### config.mk
export PLATFORM = sky130hd
export DESIGN_NAME = multi_axis_step_ctrl
export DESIGN_NICKNAME = d
export VERILOG_FILES = /design/src/rtl/multi_axis_step_ctrl.sv
export SDC_FILE = /design/constraint.sdc
export NUM_CORES = 1
export LEC_CHECK = 0
export CAP_MARGIN = 25
export CORE_ASPECT_RATIO = 0.75
export CORE_MARGIN = 2
export CORE_UTILIZATION = 50
export CTS_BUF_LIST = sky130_fd_sc_hd__clkbuf_4 sky130_fd_sc_hd__clkbuf_8
export CTS_CLUSTER_DIAMETER = 80
export DETAILED_ROUTE_END_ITERATION = 7
export PLACE_DENSITY = 0.78
export SETUP_SLACK_MARGIN = 0.05
export SYNTH_ARGS = -nofsm -noshare
export SYNTH_HDL_FRONTEND = slang
export SYNTH_SLANG_ARGS = --single-unit
### constraint.sdc
create_clock -name clk -period 7.2 [get_ports clk]
set_clock_uncertainty 0.05 [all_clocks]
set_input_delay 0.72 -clock clk [delete_from_list [all_inputs] [get_ports clk]]
set_output_delay 0.72 -clock clk [all_outputs]
set_load 0.01 [all_outputs]
### src/rtl/multi_axis_step_ctrl.sv
// Purpose: N-axis stepper controller: debounced dir/enable/limit, shared step tick,
//          full/half-step coil sequencing, homed position tracking, soft upper limit.
// Latency: debounced inputs change after DB_CYCLES stable cycles; a step lands on the
//          edge ending a tick cycle and shows on coil/pos/moving the cycle after.
// Backpressure: none; outputs are free-running registered levels.
// Ports:
//   clk, rst        clock, synchronous active-high reset
//   dir_in/en_in    raw per-axis direction (1 = away from home) and enable
//   lim_in          raw per-axis home limit switch (1 = pressed)
//   half_step       0 = full-step, 1 = half-step (all axes)
//   coil            axis i at coil[4i+3:4i]; 0000 while the axis is disabled
//   pos             axis i at pos[POS_W*i +: POS_W]
//   moving, homed   axis stepped on the last tick / limit seen since reset
module multi_axis_step_ctrl #(
  parameter int               NUM_AXES  = 2,
  parameter int               STEP_DIV  = 25_000_000,
  parameter int               DB_CYCLES = 1_000_000,
  parameter int               POS_W     = 16,
  parameter logic [POS_W-1:0] POS_MAX   = {POS_W{1'b1}}
) (
  input  logic                      clk,
  input  logic                      rst,
  input  logic [NUM_AXES-1:0]       dir_in,
  input  logic [NUM_AXES-1:0]       en_in,
  input  logic [NUM_AXES-1:0]       lim_in,
  input  logic                      half_step,
  output logic [4*NUM_AXES-1:0]     coil,
  output logic [POS_W*NUM_AXES-1:0] pos,
  output logic [NUM_AXES-1:0]       moving,
  output logic [NUM_AXES-1:0]       homed
);

  localparam int PRE_W = $clog2(STEP_DIV);
  localparam int DB_W  = (DB_CYCLES > 1) ? $clog2(DB_CYCLES) : 1;
  localparam int NDB   = 3 * NUM_AXES;
  localparam logic [PRE_W-1:0] PRE_LAST = PRE_W'(STEP_DIV - 1);
  localparam logic [DB_W-1:0]  DB_LAST  = DB_W'(DB_CYCLES - 1);

  function automatic logic [3:0] phase_coil(input logic [2:0] p);
    case (p)
      3'd0:    phase_coil = 4'b1000;
      3'd1:    phase_coil = 4'b1100;
      3'd2:    phase_coil = 4'b0100;
      3'd3:    phase_coil = 4'b0110;
      3'd4:    phase_coil = 4'b0010;
      3'd5:    phase_coil = 4'b0011;
      3'd6:    phase_coil = 4'b0001;
      default: phase_coil = 4'b1001;
    endcase
  endfunction

  // Debounce bit layout: dir at [N-1:0], enable at [2N-1:N], limit at [3N-1:2N].
  logic [NDB-1:0]               raw;
  logic [NDB-1:0]               db_q, db_d;
  logic [NDB-1:0][DB_W-1:0]     db_cnt_q, db_cnt_d;
  logic [PRE_W-1:0]             pre_q, pre_d;
  logic [NUM_AXES-1:0][2:0]     phase_q, phase_d;
  logic [NUM_AXES-1:0][POS_W-1:0] pos_q, pos_d;
  logic [NUM_AXES-1:0][3:0]     coil_q, coil_d;
  logic [NUM_AXES-1:0]          moving_q, moving_d;
  logic [NUM_AXES-1:0]          homed_q, homed_d;

  logic             tick;
  logic             en_a, dir_a, lim_a, step_a;
  logic [POS_W-1:0] base_a;
  logic [2:0]       delta_a, nxt_a;

  assign raw = {lim_in, en_in, dir_in};

  // Counter runs only while raw disagrees with the debounced value.
  always_comb begin
    db_d     = db_q;
    db_cnt_d = '0;
    for (int i = 0; i < NDB; i++) begin
      if (raw[i] != db_q[i]) begin
        if (db_cnt_q[i] == DB_LAST) begin
          db_d[i] = raw[i];
        end else begin
          db_cnt_d[i] = db_cnt_q[i] + 1'b1;
        end
      end
    end
  end

  always_comb begin
    tick     = (pre_q == PRE_LAST);
    pre_d    = tick ? '0 : pre_q + 1'b1;
    phase_d  = phase_q;
    pos_d    = pos_q;
    moving_d = moving_q;
    homed_d  = homed_q;
    coil_d   = '0;
    en_a     = 1'b0;
    dir_a    = 1'b0;
    lim_a    = 1'b0;
    step_a   = 1'b0;
    base_a   = '0;
    delta_a  = 3'd0;
    nxt_a    = 3'd0;
    for (int a = 0; a < NUM_AXES; a++) begin
      en_a   = db_q[NUM_AXES + a];
      dir_a  = db_q[a];
      lim_a  = db_q[2*NUM_AXES + a];
      // A pressed limit pins the position at home every cycle; a forward step
      // taken on the switch therefore counts from zero.
      base_a = lim_a ? '0 : pos_q[a];
      pos_d[a] = base_a;
      if (lim_a) begin
        homed_d[a] = 1'b1;
      end
      if (tick) begin
        step_a = en_a && !(!dir_a && lim_a) && !(dir_a && (base_a == POS_MAX));
        moving_d[a] = step_a;
        if (step_a) begin
          delta_a = half_step ? 3'd1 : 3'd2;
          nxt_a   = dir_a ? phase_q[a] + delta_a : phase_q[a] - delta_a;
          // Full-step forces an even phase so an odd one left by half mode realigns.
          phase_d[a] = half_step ? nxt_a : (nxt_a & 3'b110);
          pos_d[a]   = dir_a ? base_a + 1'b1 : base_a - 1'b1;
        end
      end
      // Built from next-state values so the coil register matches phase/enable.
      coil_d[a] = db_d[NUM_AXES + a] ? phase_coil(phase_d[a]) : 4'b0000;
    end
  end

  always_ff @(posedge clk) begin
    if (rst) begin
      db_q     <= '0;
      db_cnt_q <= '0;
      pre_q    <= '0;
      phase_q  <= '0;
      pos_q    <= '0;
      coil_q   <= '0;
      moving_q <= '0;
      homed_q  <= '0;
    end else begin
      db_q     <= db_d;
      db_cnt_q <= db_cnt_d;
      pre_q    <= pre_d;
      phase_q  <= phase_d;
      pos_q    <= pos_d;
      coil_q   <= coil_d;
      moving_q <= moving_d;
      homed_q  <= homed_d;
    end
  end

  assign coil   = coil_q;
  assign pos    = pos_q;
  assign moving = moving_q;
  assign homed  = homed_q;

endmodule
[Word-level counts from Yosys, hierarchy flattened]
Cells that the tools add are included.
Storage, ports and cells
  flip-flop bits (word level): 201
  input bits: 9
  output and inout port bits: 44
  word-level logic and storage cells: 123
Operators by class
  $add $sub $neg: 15
  equal/unequal tests: 27
  multiplexer cells: 23
  bitwise operators: 8
  reduce and logical (&&, ||, !) cells: 29
Operator list (number)
  2-to-1 mux 16 bit: 8
  adder 20 x 1 -> 20 bit (second input constant): 6
  == test 20 bit (second input constant): 6
  case mux 4 bit (7 select lines): 2
  adder 16 x 1 -> 16 bit (second input constant): 2
  == test 16 bit (second input constant): 2
  subtractor 16 x 1 -> 16 bit (second input constant): 2
  adder 25 x 1 -> 25 bit (second input constant): 1
  == test 25 bit (second input constant): 1
  == test 3 bit (second input constant): 6
  2-to-1 mux 3 bit: 6
  OR reduction 3 bit: 6
  == test 3 x 2 -> 1 bit (second input constant): 4
  logical AND 1 bit: 8
  NOT 1 bit: 8
  AND reduction 2 bit: 4
  == test 3 x 1 -> 1 bit (second input constant): 2
  zero test 1 bit: 6
  zero test 3 bit: 2
  2-to-1 mux 1 bit: 6
  != test 1 bit: 6
  OR reduction 2 bit: 3
  adder 3 x 2 -> 3 bit: 1
  adder 3 bit: 1
  other kinds (3): 3

[Logic depth before layout (Yosys ltp)]
  depth after elaboration: 9
  depth in mapped cells: 12

[Least setup slack after synthesis]
Ideal clock, no wire load.
  kind: register -> register
  from: reg db_q[4]
  to: reg pos_q (netlist bit pos[14])
  arrival: 3.032 ns
  required time: 7.049 ns
  slack: 4.017 ns
  stages on the path, launching flop included: 13
  clock period less this slack: 3.183 ns
  cell sequence: dfxtp_1 -> clkbuf_1 -> clkbuf_1 -> nor2b_1 -> ha_1 -> a21o_1 -> a21o_1 -> a2111oi_2 -> o311ai_1 -> o41a_1 -> a31oi_1 -> xor2_1 -> o41ai_1
Between the ends
  longest elaborated chain between the ends: 7
RTL lines
  start, declared: line 54  | logic [NDB-1:0] db_q, db_d;
  start signal, assigned: line 129  | db_q <= '0;
  start signal, assigned: line 138  | db_q <= db_d;
  parallel branches: the longest is 6 deep, another holds subtractor 16 x 1 -> 16 bit
  2-to-1 mux 16 bit *: line 111  | if (tick) begin
  end signal, assigned: line 142  | pos_q <= pos_d;
  end, declared: line 58  | logic [NUM_AXES-1:0][POS_W-1:0] pos_q, pos_d;
Mark *: on every way between the ends.
A chain may end at the register's enable or synchronous reset.

[Worst setup path in the final report]
  from: reg db_q[5]
  to: reg pos_q (netlist bit pos[30])
Same word-level chain as after synthesis.

==> impl_metrics.py <==
metrics = {
    "global_route": {
        "grt-ovfl-total": 0,
        "antenna_found_initial": 1,
        "grt_use_total": 0.1941,
        "grt_pass1_vias": 7444,
        "grt_max_degree": 57,
        "grt_pass1_wl_microns": 34730,
    },
    "layout": {
        "drive_gt1_frac": 0.05622,
        "n_fill_cell": 1683,
        "nets": 1288,
        "area_growth_pct": 14.62,
        "fin_area_sq_um": 11260,
    },
    "synthesis": {
        "synth_simple_gate_area_share": 0.2880,
        "synth_area_leader_cell": "dfxtp_1",
        "synthMuxAreaShare": 0.01019,
        "yosysWarningCount": 0,
        "synth_area_leaders": "dfxtp_1, nor2_1, xnor2_1",
        "synth.top_cell.area_share": 0.4095,
        "yosysMostFrequentCell": "nor2_1",
        "synth-adder-area-share": 0.05272,
        "syn_area_per_cell_sq_um": 8.292,
        "synth_compound_area_frac": 0.07971,
        "synth_edf_count": 0,
        "synth_top_family_by_area": "simple AND/OR/NAND/NOR gates",
        "syn_area_sq_um": 9826,
        "synth_seq_cells": 201,
        "async_flop_share": 0,
        "synthFlopType": "dfxtp_1",
        "synth.top_cells.by_count": "nor2_1, dfxtp_1, nand2_1",
        "synth_cells": 1185,
        "ys_types": 54,
        "synth_fp_nets": 1233,
        "synth_xor_area_frac": 0.1337,
        "yosysSeqAreaShare": 0.4095,
    },
    "die": {
        "die_x_microns": 165.9,
        "ios": 53,
        "start_util": 0.5085,
        "die_h_microns": 125.4,
        "core.rowCount": 44,
        "core_area_sq_um": 19320,
        "die-area_sq_um": 20800,
    },
    "detailed_routing": {
        "wl_met1_microns": 10470,
        "post_drt_via_cell_ratio": 5.324,
        "firstDrtPassIters": 5,
        "dr.max_layer_used": "met4",
        "drtAntennaViolNets": 0,
        "drt_iter0_drc": 586,
        "wl_met2_microns": 8319,
        "wl_met3_microns": 1104,
        "wl_per_cell_microns": 13.41,
        "drt_wl_total_microns": 20340,
        "vias": 8077,
        "drc": 0,
    },
    "placed_design": {
        "gp_congestion": 0.8703,
        "numPortBuffers": 52,
        "post_dp_cell_area_sq_um": 10530,
        "place_hpwl_microns": 14010,
    },
    "worst_hold_path": {
        "hold_class": "reg -> reg",
    },
    "clocking": {
        "cts_hold_buf": 0,
        "numClockSinks": 201,
        "cts_tree": "done",
        "clk_pin_slew_ns": 0.06,
        "cts_max_level": 2,
        "cts_buffers": 34,
        "worstSkewPairLatency_ns": 0.52,
        "cts_buffer_depth": 3,
        "cts_root_buffer": "clkbuf_8",
        "cts_resized": 0,
        "cts_setup_buffers": 0,
    },
    "worst_setup_path": {
        "path_class": "reg -> reg",
        "timing.critical_path.required_ns": 7.51,
        "cp_slowest_cell": "dfxtp_1",
        "crit_family": "compound AO/OA/AOI/OAI gates",
        "arrival_ns": 4.00,
        "path_buf_inv": 0,
        "crit_chain": "nor2b_1 -> fa_1 -> a21oi_1 -> o21bai_1 -> a2111oi_0 -> o21ai_1 -> a41oi_1 -> o21ai_1 -> mux2i_1 -> o41ai_1",
        "end_kind": "register",
        "critPathMaxStageDelay_ns": 0.94,
        "cp-start-kind": "register",
        "worstPathMaxFanout": 26,
        "cp_common_cell": "o21ai_1",
    },
    "timing": {
        "hold_violations": 0,
        "max_clock_freq_ghz": 0.2714,
        "rsz0062_at_grt": "false",
        "min_period_ns": 3.684,
        "maxSlewHeadroom": 0.3655,
        "drv_slew": 0,
        "hold_ws_ns": 0.3973,
        "setup_violations": 0,
        "period_share": 0.5117,
        "worst_pin_slew_ns": 0.9504,
        "setup_tns_ns": 0,
    },
    "pwr": {
        "ir_drop_mv": 0.1545,
        "power_mw": 2.245,
        "total_leakage_power_nw": 4.036,
        "cellPowerDensity_nw_per_um2": 199.3,
    },
    "flow_run": {
        "drv_cap": 0,
    },
    "status": {
        "outcome": "complete, no violations",
    },
}
==> sequential cells by signal, indices dropped and copies added, names as in the netlist <==
signal and count:
db_cnt_q 120, pos 32, pre_q 25, coil 8, db_q 6, phase_q 6
homed 2, moving 2
==> metal layers <==
layer,up-vias,track usage
li1,4148,-
met1,3717,0.2833
met2,169,0.2907
met3,43,0.03799
met4,0,0.05780
met5,-,0
==> stage by stage <==
| step | util | setup slack, ns | cells |
|---|---|---|---|
| 2_1_floorplan | - | 4.017 | 1185 |
| 3_3_place_gp | 0.5447 | 3.676 | 1457 |
| 3_5_place_dp | 0.5447 | 3.602 | 1457 |
| 4_1_cts | 0.5827 | 3.595 | 1516 |
| 5_1_grt | 0.5828 | 3.264 | 1517 |
| 6_report | 0.5828 | 3.516 | 1517 |
==> power breakdown <==
group / switching [mW] / leakage (nW) / total, mW / internal, mW
Sequential: 0.00402 / 1.62 / 1.12 / 1.12
Clock: 0.450 / 0.383 / 1.09 / 0.639
Combinational: 0.0248 / 2.03 / 0.0348 / 0.0101
Total: 0.479 / 4.04 / 2.24 / 1.77
==> cells in the final DEF, fill, tap and decap left out, types with 4 or more instances in the layout <==
cell,n
nand4_1,32
and2_1,7
inv_1,31
xor2_1,75
nor2b_1,31
clkbuf_4,13
dfxtp_1,201
a21oi_1,59
nor3_1,21
clkbuf_8,43
and4_1,6
clkdlybuf4s50_1,51
and3_1,30
ha_1,35
a31oi_1,9
o31ai_1,4
a21o_1,8
nor4b_1,7
o21a_1,4
or3_1,23
nand2_1,130
nor2_1,210
fa_1,4
o21ai_0,25
nand2b_1,5
xnor2_1,75
mux2i_1,10
nand3_1,64
nor4_1,7
==> logic make-up (layout without fill, tap and decap cells) <==
| logic type | after synthesis | count (layout) |
|---|---|---|
| and+or+nand+nor | 590 | 590 |
| DFF | 201 | 201 |
| xor gates and xnor gates | 150 | 150 |
| AOI/OAI and AO/OA | 130 | 130 |
| buffers and inverters | 65 | 143 |
| adders and majority gates | 39 | 39 |
| muxes | 10 | 10 |
| other | 0 | 1 |
==> worst register-to-register path, cell delays in order, from the launching register on <==
cell and delay (ns):
dfxtp_1 0.94, nor2b_1 0.23, fa_1 0.49, a21oi_1 0.16, o21bai_1 0.11, a2111oi_0 0.68
o21ai_1 0.18, a41oi_1 0.33, o21ai_1 0.13, mux2i_1 0.15, o41ai_1 0.08
==> area by class of cell <==
| class | count | area [sq um] | share of cell area |
|---|---|---|---|
| Multi-Input combinational cell | 919 | 5545 | 0.4924 |
| Tap cell | 253 | 316.6 | 0.02811 |
| Antenna cell | 1 | 2.502 | 0.0002222 |
| Sequential cell | 201 | 4024 | 0.3573 |
| Inverter | 31 | 116.4 | 0.01033 |
| Clock inverter | 3 | 45.04 | 0.004000 |
| Clock buffer | 56 | 689.4 | 0.06122 |
| Timing Repair Buffer | 53 | 523.0 | 0.04644 |
==> final timing paths <==
path               start     endpoint  slack [ns]  cells past startpoint
min reg2reg  db_cnt_q[0]  db_cnt_q[0]        0.40                      1
max reg2reg      db_q[5]      pos[30]        3.52                     10
max              db_q[5]      pos[30]        3.52                     10
min          db_cnt_q[0]  db_cnt_q[0]        0.40                      1
(Power assumes the default switching activity.)
